===== src/rtl/div_unit.sv =====
// Multi-cycle restoring divider for MIPS DIV/DIVU: one shift-subtract step per clock,
// sign correction on magnitudes, divide-by-zero shortcut.
module div_unit #(
  parameter int unsigned DATA_WIDTH = 32
) (
  input  logic                  clk,
  input  logic                  resetn,
  input  logic                  start,
  input  logic                  is_signed,
  input  logic [DATA_WIDTH-1:0] dividend,
  input  logic [DATA_WIDTH-1:0] divisor,
  output logic                  busy,
  output logic                  done,
  output logic [DATA_WIDTH-1:0] quotient,
  output logic [DATA_WIDTH-1:0] remainder,
  output logic                  div_by_zero
);

  localparam int unsigned W  = DATA_WIDTH;
  localparam int unsigned CW = $clog2(W + 1);
  localparam logic [CW-1:0] LastCnt = CW'(W);

  typedef enum logic [1:0] {StIdle, StCalc, StDone} state_e;

  state_e        r_state;
  logic [CW-1:0] r_count;
  logic [W-1:0]  r_rem;
  logic [W-1:0]  r_quo;
  logic [W-1:0]  r_dvsr;
  logic          r_neg_q;
  logic          r_neg_r;
  logic          r_busy;
  logic          r_done;
  logic          r_dbz;
  logic [W-1:0]  r_quotient;
  logic [W-1:0]  r_remainder;

  logic          w_a_neg;
  logic          w_b_neg;
  logic [W-1:0]  w_a_mag;
  logic [W-1:0]  w_b_mag;
  logic [W:0]    w_shift;
  logic [W:0]    w_diff;
  logic [W-1:0]  w_q_fix;
  logic [W-1:0]  w_r_fix;
  logic [W-1:0]  w_dvnd_fix;

  always_comb begin
    w_a_neg    = is_signed & dividend[W-1];
    w_b_neg    = is_signed & divisor[W-1];
    w_a_mag    = w_a_neg ? -dividend : dividend;
    w_b_mag    = w_b_neg ? -divisor : divisor;
    // Borrow out of the W+1-bit subtract means the partial remainder is below the divisor.
    w_shift    = {r_rem, r_quo[W-1]};
    w_diff     = w_shift - {1'b0, r_dvsr};
    w_q_fix    = r_neg_q ? -r_quo : r_quo;
    w_r_fix    = r_neg_r ? -r_rem : r_rem;
    // With a zero divisor no steps run, so r_quo still holds the dividend magnitude.
    w_dvnd_fix = r_neg_r ? -r_quo : r_quo;
  end

  always_ff @(posedge clk or negedge resetn) begin
    if (!resetn) begin
      r_state     <= StIdle;
      r_count     <= '0;
      r_rem       <= '0;
      r_quo       <= '0;
      r_dvsr      <= '0;
      r_neg_q     <= 1'b0;
      r_neg_r     <= 1'b0;
      r_busy      <= 1'b0;
      r_done      <= 1'b0;
      r_dbz       <= 1'b0;
      r_quotient  <= '0;
      r_remainder <= '0;
    end else begin
      unique case (r_state)
        StIdle: begin
          r_done <= 1'b0;
          if (start) begin
            r_dbz   <= 1'b0;
            r_rem   <= '0;
            r_quo   <= w_a_mag;
            r_dvsr  <= w_b_mag;
            r_neg_q <= w_a_neg ^ w_b_neg;
            r_neg_r <= w_a_neg;
            r_busy  <= 1'b1;
            // Zero divisor skips straight to the finalize edge.
            r_count <= (divisor == '0) ? LastCnt : '0;
            r_state <= StCalc;
          end
        end
        StCalc: begin
          if (r_count == LastCnt) begin
            if (r_dvsr == '0) begin
              r_quotient  <= '1;
              r_remainder <= w_dvnd_fix;
              r_dbz       <= 1'b1;
            end else begin
              r_quotient  <= w_q_fix;
              r_remainder <= w_r_fix;
            end
            r_done  <= 1'b1;
            r_state <= StDone;
          end else begin
            if (!w_diff[W]) begin
              r_rem <= w_diff[W-1:0];
              r_quo <= {r_quo[W-2:0], 1'b1};
            end else begin
              r_rem <= w_shift[W-1:0];
              r_quo <= {r_quo[W-2:0], 1'b0};
            end
            r_count <= r_count + CW'(1);
          end
        end
        StDone: begin
          r_done  <= 1'b0;
          r_busy  <= 1'b0;
          r_state <= StIdle;
        end
        default: r_state <= StIdle;
      endcase
    end
  end

  assign busy        = r_busy;
  assign done        = r_done;
  assign quotient    = r_quotient;
  assign remainder   = r_remainder;
  assign div_by_zero = r_dbz;

endmodule

===== config.mk =====
export PLATFORM = sky130hd
export DESIGN_NAME = div_unit
export DESIGN_NICKNAME = d
export VERILOG_FILES = /design/src/rtl/div_unit.sv
export SDC_FILE = /design/constraint.sdc
export NUM_CORES = 1
export LEC_CHECK = 0
export CAP_MARGIN = 0
export CORE_MARGIN = 3
export CORE_UTILIZATION = 25
export DETAILED_ROUTE_END_ITERATION = 8
export SLEW_MARGIN = 15
export SYNTH_ARGS = -nofsm -noshare
export SYNTH_HDL_FRONTEND = slang
export SYNTH_SLANG_ARGS = --single-unit

===== constraint.sdc =====
create_clock -name clk -period 3.7 [get_ports clk]
set_input_delay 0.74 -clock clk [delete_from_list [all_inputs] [get_ports clk]]
set_output_delay 0.74 -clock clk [all_outputs]
set_load 0.01 [all_outputs]

==> flow_summary.ini, run 1 <==
[synth]
ys_seq_area_frac = 0.356
synth_top_area_frac = 0.356
synth_top_family_by_area = compound AO/OA/AOI/OAI gates
synth_cell_types = 63
synth_seq_cells = 173
avgSynthCellArea_um2 = 8.03
synthCells = 1517
synth-edff-count = 0
ys.flop_type = dfrtp_1
synth_adder_area_share = 0.0407
synth_compound_area_frac = 0.204
synth_nets = 1624
muxShareOfSynthArea = 0.0259
synth_warnings = 0
synthSimpleGateAreaFrac = 0.201
yosysTopAreaCell = dfrtp_1
synth.area.top_cells = dfrtp_1 36%, o21ai_0 7.0%, xnor2_1 6.8%, nand2_1 6.5%, xor2_1 5.6%
synth-xor-area-share = 0.124
syn_area_um2 = 12200
synthArstFlopShare = 1.00

[route]
drt_iter0_drc = 816
via_per_inst = 5.02
dr.pass1.iters = 5
drc = 0
drt-total-wl_mm = 40.0
num_vias = 11200
postRouteAntennaNets = 0
routedWlPerCell_um = 17.9

[cells_and_area]
fin_area_um2 = 14900
instances_no_fill = 2236
final_layout_size_suffix_gt1_frac = 0.0617
finalNetCount = 1715
n_antenna_cell = 0
area_growth_pct = 22.3

[global_routing]
grt_pass1_vias = 11100
grt_max_degree = 74
antenna_found_initial = 0
grt_util_all_layers = 0.154
grt_pass1_wl_mm = 62.4
grt-ovfl-total = 0

[critical_path]
worst_setup_path_end_kind = register
crit_start = r_rem[12]
path_max_fanout = 22
ff2ff_path_depth = 10
r2r_start = r_rem[12]
worst_ep_required_time_ps = 4020
crit_path_start_kind = register
critPathKind = reg2reg
rrSetupSlack_ps = 390
critPathArrivalTime_ps = 3630

[placement]
place_congestion = 0.884
dpl-instance-area_um2 = 14300
dpl.hpwl_mm = 31.0
placed_cells = 2204
place_ws_ps = 213
portBuffers = 134

[pwr]
switching_share = 0.483
p_clk_frac = 0.128
vdd_ir_drop_max_mv = 0.450
power_switching_w = 0.00721
power.total_w = 0.0149
powerDensity_nw_per_um2 = 1000
pwr-share-seq = 0.263
p_leak_nw = 6.03
combPwrFrac = 0.608
p_int_w = 0.00771

[timing]
tightestPinTransition_ps = 932
setup_ws_ps = 390
slew_viol_final = 0
fmax_mhz = 302
setup_viol = 0
relSlewSlack = 0.378
min_period_ps = 3310
finalSetupTns_ps = 0
hold_violations = 0
rsz0062_at_grt = false
clock_skew_ps = 15.3
period_share = 0.895

[die]
start_util = 0.254
dieWidth_um = 227
fp.dieH_um = 227
rows = 80
fp.dieArea_um2 = 51400
core_area_um2 = 47900
pin_count = 135

[run_status]
status = finished, final reports clean

[clock_network]
path_clk_slew_ps = 80
cts-root-buf = clkbuf_16
clock-sinks = 173
cts_buffer_depth = 2
worstSkewPairLatency_ps = 450
cts_resized = 0
cts_made_buffers = 17
htreeDepth = 4
cts_tree = built
postCtsSetupBuffers = 0
ctsHoldBuffers = 0

[hold_path]
hp-class = in2async

[flow_run]
maxCapViolCount = 0
## synthesized netlist by cell type (all sizes together), types with 4 or more instances
cell	instances
or2	4
nor2	111
and3	19
clkbuf	91
a21oi	131
nand3b	4
nor3	33
nor4	24
o41ai	4
nor3b	4
xor2	78
a31oi	12
mux2i	27
inv	56
a211oi	6
dfrtp	173
ha	38
nand2	212
nand3	25
nand4	15
buf	11
o211ai	9
xnor2	94
or3	30
o221ai	6
nand2b	11
a32oi	4
o21ai	174
or4	12
a21o	15
nor2b	4
and2	5
o31ai	37
## metrics by stage
step	util	hold WS (ps)
after global routing	0.310	219
final	0.310	210
after floorplan	-	444
after CTS	0.310	207
after detailed placement	0.297	471
after global placement	0.297	464
## worst paths after layout
kind,endpoint
min,quotient[28]
max,r_rem[10]
max in group asynchronous,r_rem[18]
min in group clk,remainder[18]
max reg2reg,r_rem[10]
min reg2reg,remainder[18]
## worst max-delay path, cell delays in order, from the launching register on
cell	delay (ps)
dfrtp_1	540
ha_1	490
a21o_1	220
a31oi_1	310
o211ai_1	180
o211a_1	280
o21ba_2	210
or3_1	470
buf_12	230
mux2i_1	180
o21ai_0	90
## cells by family (layout without fill, tap and decap cells)
group	Yosys count	after routing
and+or+nand+nor	520	520
adders and majority gates	39	39
AOI/OAI and AO/OA	425	425
DFF	173	173
muxes	30	30
xor gates and xnor gates	172	172
buffers and inverters	158	262
## cell usage in the layout (no fill, tap or decap), drive strengths merged, types with 4 or more instances in the layout
master	netlist	final
o211ai	9	9
o41ai	4	4
and3	19	19
nand2b	11	11
a21oi	131	131
clkdlybuf4s50	0	133
xnor2	94	94
a21o	15	15
nand4	15	15
nor4	24	24
or3	30	30
nand3b	4	4
ha	38	38
a31oi	12	12
o31ai	37	37
or4	12	12
o21ai	174	174
dfrtp	173	173
nor2	111	111
nor2b	4	4
clkbuf	91	17
nor3b	4	4
buf	11	41
nand2	212	212
a32oi	4	4
mux2i	27	27
o221ai	6	6
a211oi	6	6
nor3	33	33
and2	5	5
or2	4	4
inv	56	62
nand3	25	25
clkinv	0	5
xor2	78	78
## final cells by class
| cell class | instances | area, um^2 |
|---|---|---|
| multi-input cells | 1186 | 7280 |
| repair buffers | 174 | 1670 |
| flip-flops and latches | 173 | 4330 |
| fillers | 5023 | 33100 |
| clock inverters | 15 | 199 |
| inverters | 56 | 210 |
| clock buffers | 17 | 425 |
| well taps | 615 | 769 |
## state kept, by name (all words and copies together) (netlist names)
register / count
quotient: 32
r_dvsr: 32
r_quo: 32
r_rem: 32
remainder: 32
r_count: 6
r_state: 2
busy: 1
div_by_zero: 1
done: 1
r_neg_q: 1
r_neg_r: 1
## power groups by stage
stage | clock network [W] | registers [W] | logic, W
final | 0.00191 | 0.00393 | 0.00908
after global routing | 0.00204 | 0.00406 | 0.0101
after CTS | 0.00196 | 0.00392 | 0.00913
after detailed placement | 0 | 0.00396 | 0.00909
after global placement | 0 | 0.00393 | 0.00899
after floorplan | 0 | 0.00354 | 0.00630
## metal layers
metal | part of all wire | up-vias | track usage
li1 | - | 5509 | -
met1 | 0.45 | 5415 | 0.202
met2 | 0.47 | 251 | 0.253
met3 | 0.049 | 54 | 0.0315
met4 | 0.029 | 0 | 0.0560
met5 | 0 | - | 0
(Power assumes the default switching activity.)
==> run 2, diff against run 1 <==
clock period = 3.8 ns   (was 3.7 ns; I/O delays follow)
==> flow_summary.ini, run 2 (same netlist as run 1, synthesis figures left out) <==
[cells_and_area]
finalNetCount = 1703
fill_cells = 4986
area_growth_pct = 21.7
n_antenna_cell = 0
fin_area_um2 = 14800
final_common_cell = nand2_1
final_layout_size_suffix_gt1_frac = 0.0541
most-common-layout-cells = 211 x nand2_1, 172 x dfrtp_1, 170 x o21ai_0, 133 x clkdlybuf4s50_1, 131 x a21oi_1

[timing]
min_period_ps = 3270
setup_viol = 0
fmax_mhz = 306
hold_violations = 0
period_share = 0.859
tightestPinTransition_ps = 1130
relSlewSlack = 0.247
clock_skew_ps = 17.8
rsz0062_at_grt = false
slew_viol_final = 0
finalSetupTns_ps = 0

[global_routing]
grt_pass1_wl_mm = 62.4
grt_util_all_layers = 0.155
antenna_found_initial = 0
grt_max_degree = 78
top_usage_layer = met2
gr-usage-met1 = 0.209
grt_pass1_vias = 10900
grt-ovfl-total = 0
use_met3 = 0.0293
met2_usage = 0.255

[clock_network]
ctsHoldBuffers = 0
worstSkewPairLatency_ps = 460
cts_made_buffers = 17
cts-root-buf = clkbuf_16
cts_tree = built
cts_resized = 0
cts_buffer_depth = 2
htreeDepth = 4
postCtsSetupBuffers = 0
clock-sinks = 173
path_clk_slew_ps = 80

[pwr]
power.total_w = 0.0145
p_leak_nw = 5.98
vdd_ir_drop_max_mv = 0.504
powerDensity_nw_per_um2 = 978

[route]
num_vias = 11200
routedWlPerCell_um = 17.9
dr.pass1.iters = 5
via_per_inst = 5.05
drc = 0
drt-total-wl_mm = 39.7
drt_iter0_drc = 1076
postRouteAntennaNets = 0

[critical_path]
cp-endpoint = r_rem[12]
path_max_fanout = 24
r2r_start = r_dvsr[0]
critPathKind = reg2reg
reg2reg_to = r_rem[12]
crit_start = r_dvsr[0]
worst_setup_path_end_kind = register
ff2ff_path_depth = 11
worst_ep_required_time_ps = 4120
rrSetupSlack_ps = 530
crit_path_start_kind = register
critPathArrivalTime_ps = 3590

[run_status]
status = finished, final reports clean

[die]
core_area_um2 = 47900
fp.dieH_um = 227
start_util = 0.254
fp.dieArea_um2 = 51400
pin_count = 135
rows = 80
dieWidth_um = 227

[placement]
portBuffers = 134
place_congestion = 0.869
dpl.hpwl_mm = 30.4
dpl-instance-area_um2 = 14200

[flow_run]
maxCapViolCount = 0

[hold_path]
hp-class = in2async
-- run 2: cell types whose count changed in the layout (fill, tap and decap cells not counted), sizes merged --
cell / change
buf: -12
clkbuf: +2
inv: -2
bufinv: +1
clkinv: -1
clkinvlp: -1
-- run 2: layer usage --
metal | wire (um) | up-vias
met5 | 0 | -
li1 | - | 5484
met4 | 746 | 0
met2 | 18900 | 259
met3 | 1990 | 46
met1 | 18100 | 5440
-- run 2: how the worst min path moves through the flow --
stage                       from            to  slack (ps)  depth (start not counted)
finish                    resetn  quotient[28]         320                          1
global route              resetn  quotient[28]         370                          1
CTS                       resetn  quotient[29]         350                          1
detailed placement  remainder[8]  remainder[8]         470                          2
global placement     quotient[4]   quotient[4]         460                          2
floorplan             r_state[1]          busy         440                          1
-- run 2: report_power, final --
part	internal (W)	switching (W)
clock	0.00109	0.000830
sequential	0.00272	0.00120
combinational	0.00372	0.00493
total	0.00752	0.00696
-- run 2: final cells by class --
cell class,instances,area [um^2],share of cell area
Multi-Input combinational cell,1186,7280,0.492
Sequential cell,173,4330,0.292
Timing Repair Buffer,162,1590,0.107
Tap cell,615,769,0.0519
Clock buffer,19,453,0.0306
Inverter,56,210,0.0142
Clock inverter,12,179,0.0121
-- run 2: metrics by stage --
step | setup WS (ps) | hold WS [ps] | utilization | instances
3_3_place_gp | 301 | 463 | 0.296 | 2192
2_1_floorplan | 815 | 445 | - | 1517
3_5_place_dp | 227 | 471 | 0.296 | 2192
5_1_grt | 253 | 366 | 0.309 | 2223
4_1_cts | 575 | 349 | 0.309 | 2223
6_report | 534 | 315 | 0.309 | 2223
-- run 2: worst max-delay path, cell delays in order (launching register included) --
cell and delay (ps):
dfrtp_1 480, ha_1 260, fa_1 410, nand2b_1 180, a21o_1 200, a211oi_1 320
o211a_1 280, nor3_1 80, or3_1 450, buf_12 210, mux2i_1 170, o21ai_0 100
